<file path="src/rtl/hazard_pkg.sv">
// -----------------------------------------------------------------------------
// hazard_pkg
// Shared definitions for the load-use hazard unit: default register-specifier
// width, the load-tracker entry layout and the stall-counter width.
// Optional feature macro used by the design: HAZARD_STATS_EN (stall counter).
// -----------------------------------------------------------------------------
package hazard_pkg;

    localparam int REG_ADDR_W_DEFAULT = 5;
    localparam int STALL_COUNT_W      = 32;

    // One in-flight load: dest is only meaningful while valid is set.
    typedef struct packed {
        logic                          valid;
        logic [REG_ADDR_W_DEFAULT-1:0] dest;
    } tracker_entry_t;

endpackage

</file>
<file path="src/rtl/hazard_scoreboard_load_tracker.sv">
// -----------------------------------------------------------------------------
// load_tracker
// Shift pipeline of in-flight load destinations. Advances on every edge
// because the memory stages never stall. DEPTH may be 0, in which case the
// tracker holds nothing and its outputs are tied low.
// Ports:
//   clk         - pipeline clock, rising edge
//   rst_n       - asynchronous active-low reset, clears every stage valid
//   in_valid    - a trackable load is leaving EX this cycle
//   in_dest     - its destination register
//   stage_valid - per-stage valid bits (bit k = stage k)
//   stage_dest  - per-stage destinations, stage k at [k*ADDR_W +: ADDR_W]
// -----------------------------------------------------------------------------
module load_tracker #(
    parameter int DEPTH  = 0,
    parameter int ADDR_W = 5,
    localparam int DEPTH_V = (DEPTH > 0) ? DEPTH : 1
) (
    input  logic                       clk,
    input  logic                       rst_n,
    input  logic                       in_valid,
    input  logic [ADDR_W-1:0]          in_dest,
    output logic [DEPTH_V-1:0]         stage_valid,
    output logic [DEPTH_V*ADDR_W-1:0]  stage_dest
);

    if (DEPTH == 0) begin : g_empty
        logic unused_inputs;
        assign unused_inputs = ^{clk, rst_n, in_valid, in_dest};
        assign stage_valid   = '0;
        assign stage_dest    = '0;
    end else begin : g_stages
        logic [DEPTH-1:0]             valid_q;
        logic [DEPTH-1:0][ADDR_W-1:0] dest_q;

        // NOTE: sequential state uses non-blocking assignments so every stage
        // samples its predecessor's pre-edge value, giving a true shift.
        always_ff @(posedge clk or negedge rst_n) begin
            if (!rst_n) begin
                valid_q <= '0;
            end else begin
                valid_q[0] <= in_valid;
                for (int k = 1; k < DEPTH; k++) begin
                    valid_q[k] <= valid_q[k-1];
                end
            end
        end

        // NOTE: destinations are qualified by their valid bit, so they carry
        // no reset; only the valids must clear.
        always_ff @(posedge clk) begin
            dest_q[0] <= in_dest;
            for (int k = 1; k < DEPTH; k++) begin
                dest_q[k] <= dest_q[k-1];
            end
        end

        assign stage_valid = valid_q;
        assign stage_dest  = dest_q;
    end

endmodule

</file>
<file path="src/rtl/hazard_scoreboard.sv">
// -----------------------------------------------------------------------------
// hazard_scoreboard
// Load-use hazard unit between IF/ID and ID/EX. Holds decode stalled until
// every load it depends on (in EX or still in the memory latency window) can be
// forwarded, and lets a branch flush override a stall.
// Optional feature macro: HAZARD_STATS_EN adds the saturating stallCount port.
// Ports:
//   clk, rstN           - clock and asynchronous active-low reset
//   idExValid/MemRead/Rt - instruction in EX: real, is a load, its destination
//   ifIdRs/Rt, ifIdUsesRs/Rt - sources of the decoding instruction
//   flush               - taken branch/jump squashes the IF/ID instruction
//   pcWrite, ifIdWrite  - PC and IF/ID may update
//   bubbleInstruction   - insert a NOP into ID/EX
//   stallCount          - stall cycles, saturating (HAZARD_STATS_EN only)
// -----------------------------------------------------------------------------
module hazard_scoreboard
    import hazard_pkg::*;
#(
    parameter int REG_ADDR_W         = REG_ADDR_W_DEFAULT,
    parameter int LOAD_LATENCY       = 1,
    parameter int ZERO_REG_HARDWIRED = 1
) (
    input  logic                  clk,
    input  logic                  rstN,
    input  logic                  idExValid,
    input  logic                  idExMemRead,
    input  logic [REG_ADDR_W-1:0] idExRt,
    input  logic [REG_ADDR_W-1:0] ifIdRs,
    input  logic [REG_ADDR_W-1:0] ifIdRt,
    input  logic                  ifIdUsesRs,
    input  logic                  ifIdUsesRt,
    input  logic                  flush,
    output logic                  pcWrite,
    output logic                  ifIdWrite,
    output logic                  bubbleInstruction
`ifdef HAZARD_STATS_EN
    ,
    output logic [STALL_COUNT_W-1:0] stallCount
`endif
);

    // EX itself covers the first latency cycle; the tracker covers the rest.
    localparam int TRACK_DEPTH = LOAD_LATENCY - 1;
    localparam int TRACK_W     = (TRACK_DEPTH > 0) ? TRACK_DEPTH : 1;

    logic                         ex_load;
    logic                         ex_track;
    logic [TRACK_W-1:0]           stage_valid;
    logic [TRACK_W*REG_ADDR_W-1:0] stage_dest;
    logic                         rs_hit;
    logic                         rt_hit;
    logic                         hazard;

    assign ex_load  = idExValid & idExMemRead;
    // Loads to the hardwired zero register can never be depended on.
    assign ex_track = ex_load & ((ZERO_REG_HARDWIRED == 0) | (idExRt != '0));

    load_tracker #(
        .DEPTH  (TRACK_DEPTH),
        .ADDR_W (REG_ADDR_W)
    ) u_tracker (
        .clk         (clk),
        .rst_n       (rstN),
        .in_valid    (ex_track),
        .in_dest     (idExRt),
        .stage_valid (stage_valid),
        .stage_dest  (stage_dest)
    );

    if (TRACK_DEPTH == 0) begin : g_no_tracker
        logic unused_stages;
        assign unused_stages = ^{stage_valid, stage_dest};
    end

    // NOTE: every always_comb output gets a default first so no path leaves a
    // signal unassigned, which would infer a latch.
    always_comb begin
        rs_hit = ex_load && (idExRt == ifIdRs);
        rt_hit = ex_load && (idExRt == ifIdRt);
        for (int k = 0; k < TRACK_DEPTH; k++) begin
            if (stage_valid[k] && (stage_dest[k*REG_ADDR_W +: REG_ADDR_W] == ifIdRs)) rs_hit = 1'b1;
            if (stage_valid[k] && (stage_dest[k*REG_ADDR_W +: REG_ADDR_W] == ifIdRt)) rt_hit = 1'b1;
        end
        hazard = (ifIdUsesRs && rs_hit && !((ZERO_REG_HARDWIRED != 0) && (ifIdRs == '0)))
               | (ifIdUsesRt && rt_hit && !((ZERO_REG_HARDWIRED != 0) && (ifIdRt == '0)));
    end

    // Priority: reset, then flush (the squashed instruction cannot stall),
    // then hazard.
    always_comb begin
        pcWrite           = 1'b1;
        ifIdWrite         = 1'b1;
        bubbleInstruction = 1'b0;
        if (!rstN) begin
            pcWrite           = 1'b0;
            ifIdWrite         = 1'b0;
            bubbleInstruction = 1'b1;
        end else if (flush) begin
            bubbleInstruction = 1'b1;
        end else if (hazard) begin
            pcWrite           = 1'b0;
            ifIdWrite         = 1'b0;
            bubbleInstruction = 1'b1;
        end
    end

`ifdef HAZARD_STATS_EN
    logic [STALL_COUNT_W-1:0] stall_cnt;

    always_ff @(posedge clk or negedge rstN) begin
        if (!rstN) begin
            stall_cnt <= '0;
        end else if (hazard && !flush && (stall_cnt != '1)) begin
            stall_cnt <= stall_cnt + STALL_COUNT_W'(1);
        end
    end

    assign stallCount = stall_cnt;
`endif

endmodule
</file>
<file path="config.mk">
export PLATFORM = sky130hd
export DESIGN_NAME = hazard_scoreboard
export DESIGN_NICKNAME = d
export VERILOG_FILES = /design/src/rtl/hazard_pkg.sv /design/src/rtl/hazard_scoreboard_load_tracker.sv /design/src/rtl/hazard_scoreboard.sv
export SDC_FILE = /design/constraint.sdc
export NUM_CORES = 1
export LEC_CHECK = 0
export BUFFER_PORTS_ARGS = -buffer_cell sky130_fd_sc_hd__buf_2
export CAP_MARGIN = 20
export CELL_PAD_IN_SITES_DETAIL_PLACEMENT = 0
export CELL_PAD_IN_SITES_GLOBAL_PLACEMENT = 1
export CORE_AREA = 2 2 39 41
export DETAILED_ROUTE_END_ITERATION = 7
export DIE_AREA = 0 0 41 43
export PLACE_DENSITY_LB_ADDON = 0.1
export REMOVE_ABC_BUFFERS = 1
export SLEW_MARGIN = 10
export SYNTH_ARGS = -nofsm -noshare
export SYNTH_HDL_FRONTEND = slang
export SYNTH_SLANG_ARGS = --single-unit
</file>
<file path="constraint.sdc">
create_clock -name vclk -period 1.65
set_input_delay 0.165 -clock vclk [all_inputs]
set_output_delay 0.165 -clock vclk [all_outputs]
set_load 0.005 [all_outputs]
</file>
# Word-level counts from Yosys, hierarchy flattened
# Cells that the tools add are included.
[classes] n_addsub=0 n_mul=0 n_div=0 magnitude_cmp=0 n_eq_ne=2 shifts=0 n_mux=6 bitwise=2 reduce_logical=10
[ops] cell="$eq 5x5->1" count=2
[ops] cell="$logic_not 5->1" count=2
[ops] cell="$logic_and 1x1->1" count=6
[ops] cell="$mux 1" count=6
[ops] cell="$logic_not 1->1" count=2
[ops] cell="$and 1x1->1" count=1
[ops] cell="$or 1x1->1" count=1
[totals] ff_bits=0 latch_bits=0 ramBits=0 romBits=0 input_bits=22 output_inout_bits=3 wordCells=20 memories=0

# Longest topological paths before layout
# Gate-level depths: netlist of the first run.
[depth] depth_word=8 ltp_mapped=5 depth_no_buf=4

# Worst setup path before layout of the first run
# No wires, ideal clock.
[synth_timing] kind="input to output" start="input port idExRt[1]" end="output port pcWrite" t_arrival_ns=1.354 required_ns=1.485 slack_ns=0.131 cell_stages=5 path_buffers=1 path_cell_list="or4_1 -> a21oi_1 -> nor3_1 -> o31ai_1 -> buf_4"
[synth_via] elab_chain_len=8 elab_cells_between_ends=12 classes_between="eq/ne: 2; mux: 3; bitwise: 1; reduce/logical: 6"
[synth_lines] item="start, declared" line_no="hazard_scoreboard.sv:27" source="input logic [REG_ADDR_W-1:0] idExRt,"
[synth_lines] item="$eq 5x5->1, on equally long branches" line_no="hazard_scoreboard.sv:78, hazard_scoreboard.sv:79"
[synth_lines] item="$logic_and 1x1->1, on equally long branches" line_no="hazard_scoreboard.sv:78, hazard_scoreboard.sv:79"
[synth_lines] item="$logic_and 1x1->1, on equally long branches (2 in series)" line_no="hazard_scoreboard.sv:84, hazard_scoreboard.sv:85"
[synth_lines] item="$or 1x1->1 (*)" line_no="hazard_scoreboard.sv:85" source="| (ifIdUsesRt && rt_hit && !((ZERO_REG_HARDWIRED != 0) && (ifIdRt == '0)));"
[synth_lines] item="$mux 1 (*) (3 in series)"
[synth_lines] item="end, declared" line_no="hazard_scoreboard.sv:33" source="output logic pcWrite,"
# Every way passes the cells marked *; elsewhere a longest branch is shown, timed or not.

# Worst setup path in the final report of the first run
[layout_timing] start="input port ifIdRt[0]" end="output port bubbleInstruction"
[layout_via] elab_chain_len=8 elab_cells_between_ends=10 classes_between="eq/ne: 1; mux: 3; bitwise: 1; reduce/logical: 5"
[layout_lines] item="start, declared" line_no="hazard_scoreboard.sv:29" source="input logic [REG_ADDR_W-1:0] ifIdRt,"
[layout_lines] item="$eq 5x5->1" line_no="hazard_scoreboard.sv:79" source="rt_hit = ex_load && (idExRt == ifIdRt);"
[layout_lines] item="$logic_and 1x1->1" line_no="hazard_scoreboard.sv:79"
[layout_lines] item="$logic_and 1x1->1" line_no="hazard_scoreboard.sv:85"
[layout_lines] item="$logic_and 1x1->1 (*)" line_no="hazard_scoreboard.sv:85"
[layout_lines] item="$or 1x1->1 (*)" line_no="hazard_scoreboard.sv:85"
[layout_lines] item="$mux 1 (*)" line_no="hazard_scoreboard.sv:100" source="end else if (hazard) begin"
[layout_lines] item="$mux 1 (*)" line_no="hazard_scoreboard.sv:98" source="end else if (flush) begin"
[layout_lines] item="$mux 1 (*)" line_no="hazard_scoreboard.sv:94" source="if (!rstN) begin"
[layout_lines] item="end, declared" line_no="hazard_scoreboard.sv:35" source="output logic bubbleInstruction"
# Marked as above.

==> metrics.md, run 1 <==
| Metric | Value |
|---|---|
| Post-Route WL | 627 um |
| Worst EP arrival | 1.50 ns |
| Fraction of layout cells with a size suffix above 1 | 64.9% |
| Number of global-route vias before repair | 264 |
| Top-area cell type share of the netlist area | 35.3% |
| Sw Share | 38.9% |
| Fin area | 422 sq um |
| Port Buffers | 24 |
| Slowest CP cell | or4_4 |
| CP max stage delay | 0.54 ns |
| Power density cells | 218 nW/um^2 |
| Max-cap violations | 0 |
| Hold Fails Final Rpt | 0 |
| Hold_sp | flush |
| Fin util | 30.5% |
| Drt drc | 0 |
| Global-route wire length before repair | 952 um |
| Pint | 56.1 uW |
| Pin count of the biggest net entering global routing | 5 |
| Post-synthesis sequential area ratio | 0% |
| Req. time, crit path | 1.48 ns |
| Crit-path cells | buf_6, or4_4, a21oi_4, nor3_2, or4_1, buf_2 |
| Antenna diode count | 0 |
| Switch Pwr | 35.8 uW |
| Post-detailed-route via-to-cell ratio | 4.08 |
| Fin crit share | 101% |
| Die Area | 1760 sq um |
| Combinational share of power | 100.0% |
| Dpl hpwl | 605 um |
| Wire length per cell | 8.59 um |
| Total track usage | 7.19% |
| Initial core utilization | 12.6% |
| Die Height | 43 um |
| Max Freq | 602 MHz |
| Core Area | 1380 sq um |
| Area after DPL | 367 sq um |
| Number of nets in the layout | 81 |
| Worst Setup End Kind | primary output |
| Io pins | 25 |
| Crit path kind | in2out |
| Hold Crit Class | in2out |
| Post-CTS setup buffer count | 0 |
| Sequential share of power | 0% |
| CP delay by family, top | simple AND/OR/NAND/NOR gates |
| Final Non-Filler Cells | 73 |
| CP Max Fanout | 2 |
| Synthesis-to-layout area growth | 142% |
| Pre-antenna DRT Iters | 1 |
| Cell Area, Synth | 174 sq um |
| Inst Count DP | 73 |
| Synth area leaders | xnor2_1 (35%), nand3_1 (8.6%), or4_1 (8.6%), a2111oi_0 (5.0%), o41ai_1 (5.0%) |
| Chip Width | 41 um |
| Vias | 298 |
| P_leak | 0.000191 uW |
| Rows | 14 |
| Avg Cell Area, Syn | 6.69 sq um |
| Peak VDD IR | 0.0804 mV |
| Status | finished with violations |
| Grt ovf | 0 |
| Worst-margin pin slew | 0.335 ns |
| Netlist cell types | 15 |
| GP Congestion | 0.674 |
| Max transition margin | 77.6% |
| Clock Power Share | 0% |
| Initial DRC Count | 0 |
| Violated checks | setup timing |
| Final min period | 1.66 ns |
| Crit path from | ifIdRt[0] |
| FF/Latch Area | 0 sq um |
| Synth warn | 0 |
| Seq_cells | 0 |
| Max Slew Vio Count | 0 |
| DRT antenna net count | 0 |
| Yosys top cell by area | xnor2_1 |
| Final number of setup-violating endpoints | 1 |
| CP Launch Type | input port |
| Initial antenna violation count | 0 |
| Final worst setup slack | -0.0115 ns |
| Cells after synthesis | 26 |
| Setup tns final | -0.0115 ns |
| Unrepaired setup endpoints after global routing | yes |
| Worst Path Buf+Inv | 2 |
| Clkbuf count | 0 |
| Pre-CTS WS | -0.137 ns |
==> stage by stage <==
step / power (uW) / hold WS, ns
final: 91.9 / 0.607
after global routing: 102 / 0.630
after CTS: 87.6 / 0.609
after detailed placement: 79.8 / 0.608
after global placement: 78.1 / 0.599
after floorplan: 28.5 / 0.424
==> logic make-up after synthesis <==
| logic type | share of synthesized area [%] |
|---|---|
| buffers and inverters | 6.47 |
| XOR/XNOR | 40.3 |
| AND/OR/NAND/NOR | 36.0 |
| AO/OA/AOI/OAI | 17.3 |
==> layout make-up <==
| class | instances | area (sq um) |
|---|---|---|
| Multi-Input combinational cell | 24 | 205 |
| Inverter | 1 | 3.75 |
| Fill cell | 163 | 962 |
| Timing Repair Buffer | 32 | 193 |
| Tap cell | 16 | 20.0 |
==> metal layers <==
layer | vias to the layer above | track usage [%] | wire length (um)
met5 | - | 0 | 0
met4 | 0 | 0 | 0
met3 | 0 | 0 | 77
met2 | 15 | 14.1 | 311
met1 | 126 | 8.54 | 239
li1 | 157 | - | -
==> cell usage in the layout, fill, tap and decap left out, types with 2 or more instances in the layout <==
master and count:
nand2_1 2, buf_6 2, xnor2_1 7, nand3_1 3
buf_2 22, nor2_1 2, buf_4 8
==> power groups by stage <==
stage / sequential [uW] / combinational (uW) / clock (uW)
final: 0 / 91.9 / 0
after global routing: 0 / 102 / 0
after CTS: 0 / 87.6 / 0
after detailed placement: 0 / 79.8 / 0
after global placement: 0 / 78.1 / 0
after floorplan: 0 / 28.5 / 0
==> cell usage after synthesis, types with 2 or more instances <==
cell and number:
xnor2_1 7, nand3_1 3, nand2_1 2, nor2_1 2, or4_1 2
==> what timing repair did <==
item | 4_1_cts | 5_1_grt
gates resized for setup | 6 | 4
endpoints found under the setup margin | 3 | 3
endpoints found under the hold margin | 0 | 0
pin swaps | 5 | 1
hold buffers | 0 | 0
==> worst paths after layout <==
path / to / depth (start not counted)
min: bubbleInstruction / 3
max: bubbleInstruction / 6
==> worst min-delay path: stages <==
cell   delay [ns]
buf_2        0.09
or4_1        0.09
buf_2        0.10
Power figures use the tool's default switching activity.
==> run 2, diff against run 1 <==
--- a/config.mk
+++ b/config.mk
@@ -18,3 +18,4 @@
 export SYNTH_ARGS = -nofsm -noshare
 export SYNTH_HDL_FRONTEND = slang
 export SYNTH_SLANG_ARGS = --single-unit
+export TNS_END_PERCENT = 50
==> run 2 against run 1 <==
The flow still finishes with violations (setup timing). Fmax is the same. Critical path type unchanged. Worst hold slack is the same. Combinational power is essentially flat. Worst setup slack is the same. Wire length is the same. Sequential share of layout area is the same. Power is the same. Final cell count is the same. Die area is the same. Flip-flop and latch count is the same. First-iteration DRC count is the same.
==> metrics.md, run 2 (synthesis gave the netlist of run 1 again) <==
| Metric | Value |
|---|---|
| Crit-path cells | buf_6, or4_4, a21oi_4, nor3_2, or4_1, buf_2 |
| Max-cap violations | 0 (unchanged) |
| Max Freq | 602 MHz (unchanged) |
| Unrepaired setup endpoints after global routing | yes |
| Total chip power | 91.9 uW (unchanged) |
| Fillcell total | 163 (unchanged) |
| Synthesis-to-layout area growth | 142% (unchanged) |
| Fin crit share | 101% (unchanged) |
| Number of global-route vias before repair | 264 (unchanged) |
| Most frequent cells in the layout | buf_2 (22), buf_4 (8), xnor2_1 (7) |
| Core Area | 1380 sq um (unchanged) |
| Antenna diode count | 0 (unchanged) |
| Initial DRC Count | 0 (unchanged) |
| Crit path kind | in2out |
| Switch Pwr | 35.8 uW (unchanged) |
| Peak VDD IR | 0.0804 mV (unchanged) |
| Hold_sp | flush |
| Pre-CTS WS | -0.137 ns (unchanged) |
| Violated checks | setup timing |
| Worst-case hold slack | 0.607 ns (unchanged) |
| Wire length per cell | 8.59 um (unchanged) |
| Worst Path Buf+Inv | 2 (unchanged) |
| Hold Crit Class | in2out |
| Vias | 298 (unchanged) |
| Setup tns final | -0.0115 ns (unchanged) |
| FF/Latch Area | 0 sq um (unchanged) |
| CP Max Fanout | 2 (unchanged) |
| Worst Hold End | bubbleInstruction |
| Worst-margin pin slew | 0.335 ns (unchanged) |
| Req. time, crit path | 1.48 ns (about the same) |
| Crit path from | ifIdRt[0] |
| Worst EP arrival | 1.50 ns (about the same) |
| Post-Route WL | 627 um (unchanged) |
| Die Height | 43 um (unchanged) |
| Seq_cells | 0 (unchanged) |
| Sw Share | 38.9% (unchanged) |
| Post-detailed-route via-to-cell ratio | 4.08 (unchanged) |
| Post-CTS setup buffer count | 0 (unchanged) |
| Max transition margin | 77.6% (unchanged) |
| Initial core utilization | 12.6% (unchanged) |
| CP max stage delay | 0.54 ns (about the same) |
| CP delay by family, top | simple AND/OR/NAND/NOR gates |
| Die Area | 1760 sq um (unchanged) |
| Post-CTS Hold Buffers | 0 (unchanged) |
| Pint | 56.1 uW (unchanged) |
| Drt drc | 0 (unchanged) |
| Hold Fails Final Rpt | 0 (unchanged) |
| Port Buffers | 24 (unchanged) |
| Final worst setup slack | -0.0115 ns (unchanged) |
| Combinational share of power | 100.0% (about the same) |
| Max Slew Vio Count | 0 (unchanged) |
| Chip Width | 41 um (unchanged) |
| Inst Count DP | 73 (unchanged) |
| Final number of setup-violating endpoints | 1 (unchanged) |
| Status | finished with violations |
| CP Launch Type | input port |
| Most common cell after layout, fill and taps aside | buf_2 |
| Power density cells | 218 nW/um^2 (unchanged) |
| Sequential share of power | 0% (unchanged) |
| Clkbuf count | 0 (unchanged) |
| Pin count of the biggest net entering global routing | 5 (unchanged) |
| P_leak | 0.000191 uW (unchanged) |
| Global-route wire length before repair | 952 um (unchanged) |
| Worst Setup End Kind | primary output |
| Clock Power Share | 0% (unchanged) |
| Final Non-Filler Cells | 73 (unchanged) |
| Rows | 14 (unchanged) |
| Slowest CP cell | or4_4 |
| Final min period | 1.66 ns (unchanged) |
| Grt ovf | 0 (unchanged) |
| Cell count of the worst hold path | 3 (unchanged) |
| Pre-antenna DRT Iters | 1 (unchanged) |
| Dpl hpwl | 605 um (unchanged) |
| Fraction of layout cells with a size suffix above 1 | 64.9% (unchanged) |
| DRT antenna net count | 0 (unchanged) |
| Number of nets in the layout | 81 (unchanged) |
| GP Congestion | 0.674 (unchanged) |
| Io pins | 25 (unchanged) |
| Total track usage | 7.19% (unchanged) |
| Initial antenna violation count | 0 (unchanged) |
==> run 2: through the flow <==
step           area (sq um)  util [%]
6_report                422      30.5
5_1_grt                 422      30.5
4_1_cts                 399      28.8
3_5_place_dp            367      26.5
3_3_place_gp            367      26.5
2_1_floorplan           166         -
==> run 2: worst max path at each step <==
stage                                    to  slack (ns)  cells past startpoint
after detailed placement  bubbleInstruction       -0.14                      6
after CTS                 bubbleInstruction       -0.04                      6
after global placement    bubbleInstruction       -0.15                      6
after floorplan           bubbleInstruction        0.14                      4
after global routing      bubbleInstruction       -0.07                      6
final                     bubbleInstruction       -0.01                      6
==> run 2: what timing repair did <==
item | in CTS | in global routing
gates resized for setup | 6 | 4
setup endpoints to repair | 3 | 3
pin swaps | 5 | 1
==> run 2: tightest hold or removal path, cell delays in order <==
cell   delay [ns]
buf_2        0.09
or4_1        0.09
buf_2        0.10
==> run 2: final cells by class <==
| cell class | count | area, sq um | share of cell area (%) |
|---|---|---|---|
| Multi-Input combinational cell | 24 | 205 | 48.7 |
| Timing Repair Buffer | 32 | 193 | 45.7 |
| Tap cell | 16 | 20.0 | 4.75 |
| Inverter | 1 | 3.75 | 0.890 |
==> run 2: routing by layer <==
| layer | part of all wire (%) | wire length (um) | global-route usage, % |
|---|---|---|---|
| met5 | 0 | 0 | 0 |
| met4 | 0 | 0 | 0 |
| met3 | 12 | 77 | 0 |
| met2 | 50 | 311 | 14.1 |
| met1 | 38 | 239 | 8.54 |
==> run 2: power by group through the flow <==
stage | clock, uW | sequential [uW] | combinational, uW
after global routing | 0 | 0 | 102
after floorplan | 0 | 0 | 28.5
after CTS | 0 | 0 | 87.6
final | 0 | 0 | 91.9
after detailed placement | 0 | 0 | 79.8
after global placement | 0 | 0 | 78.1
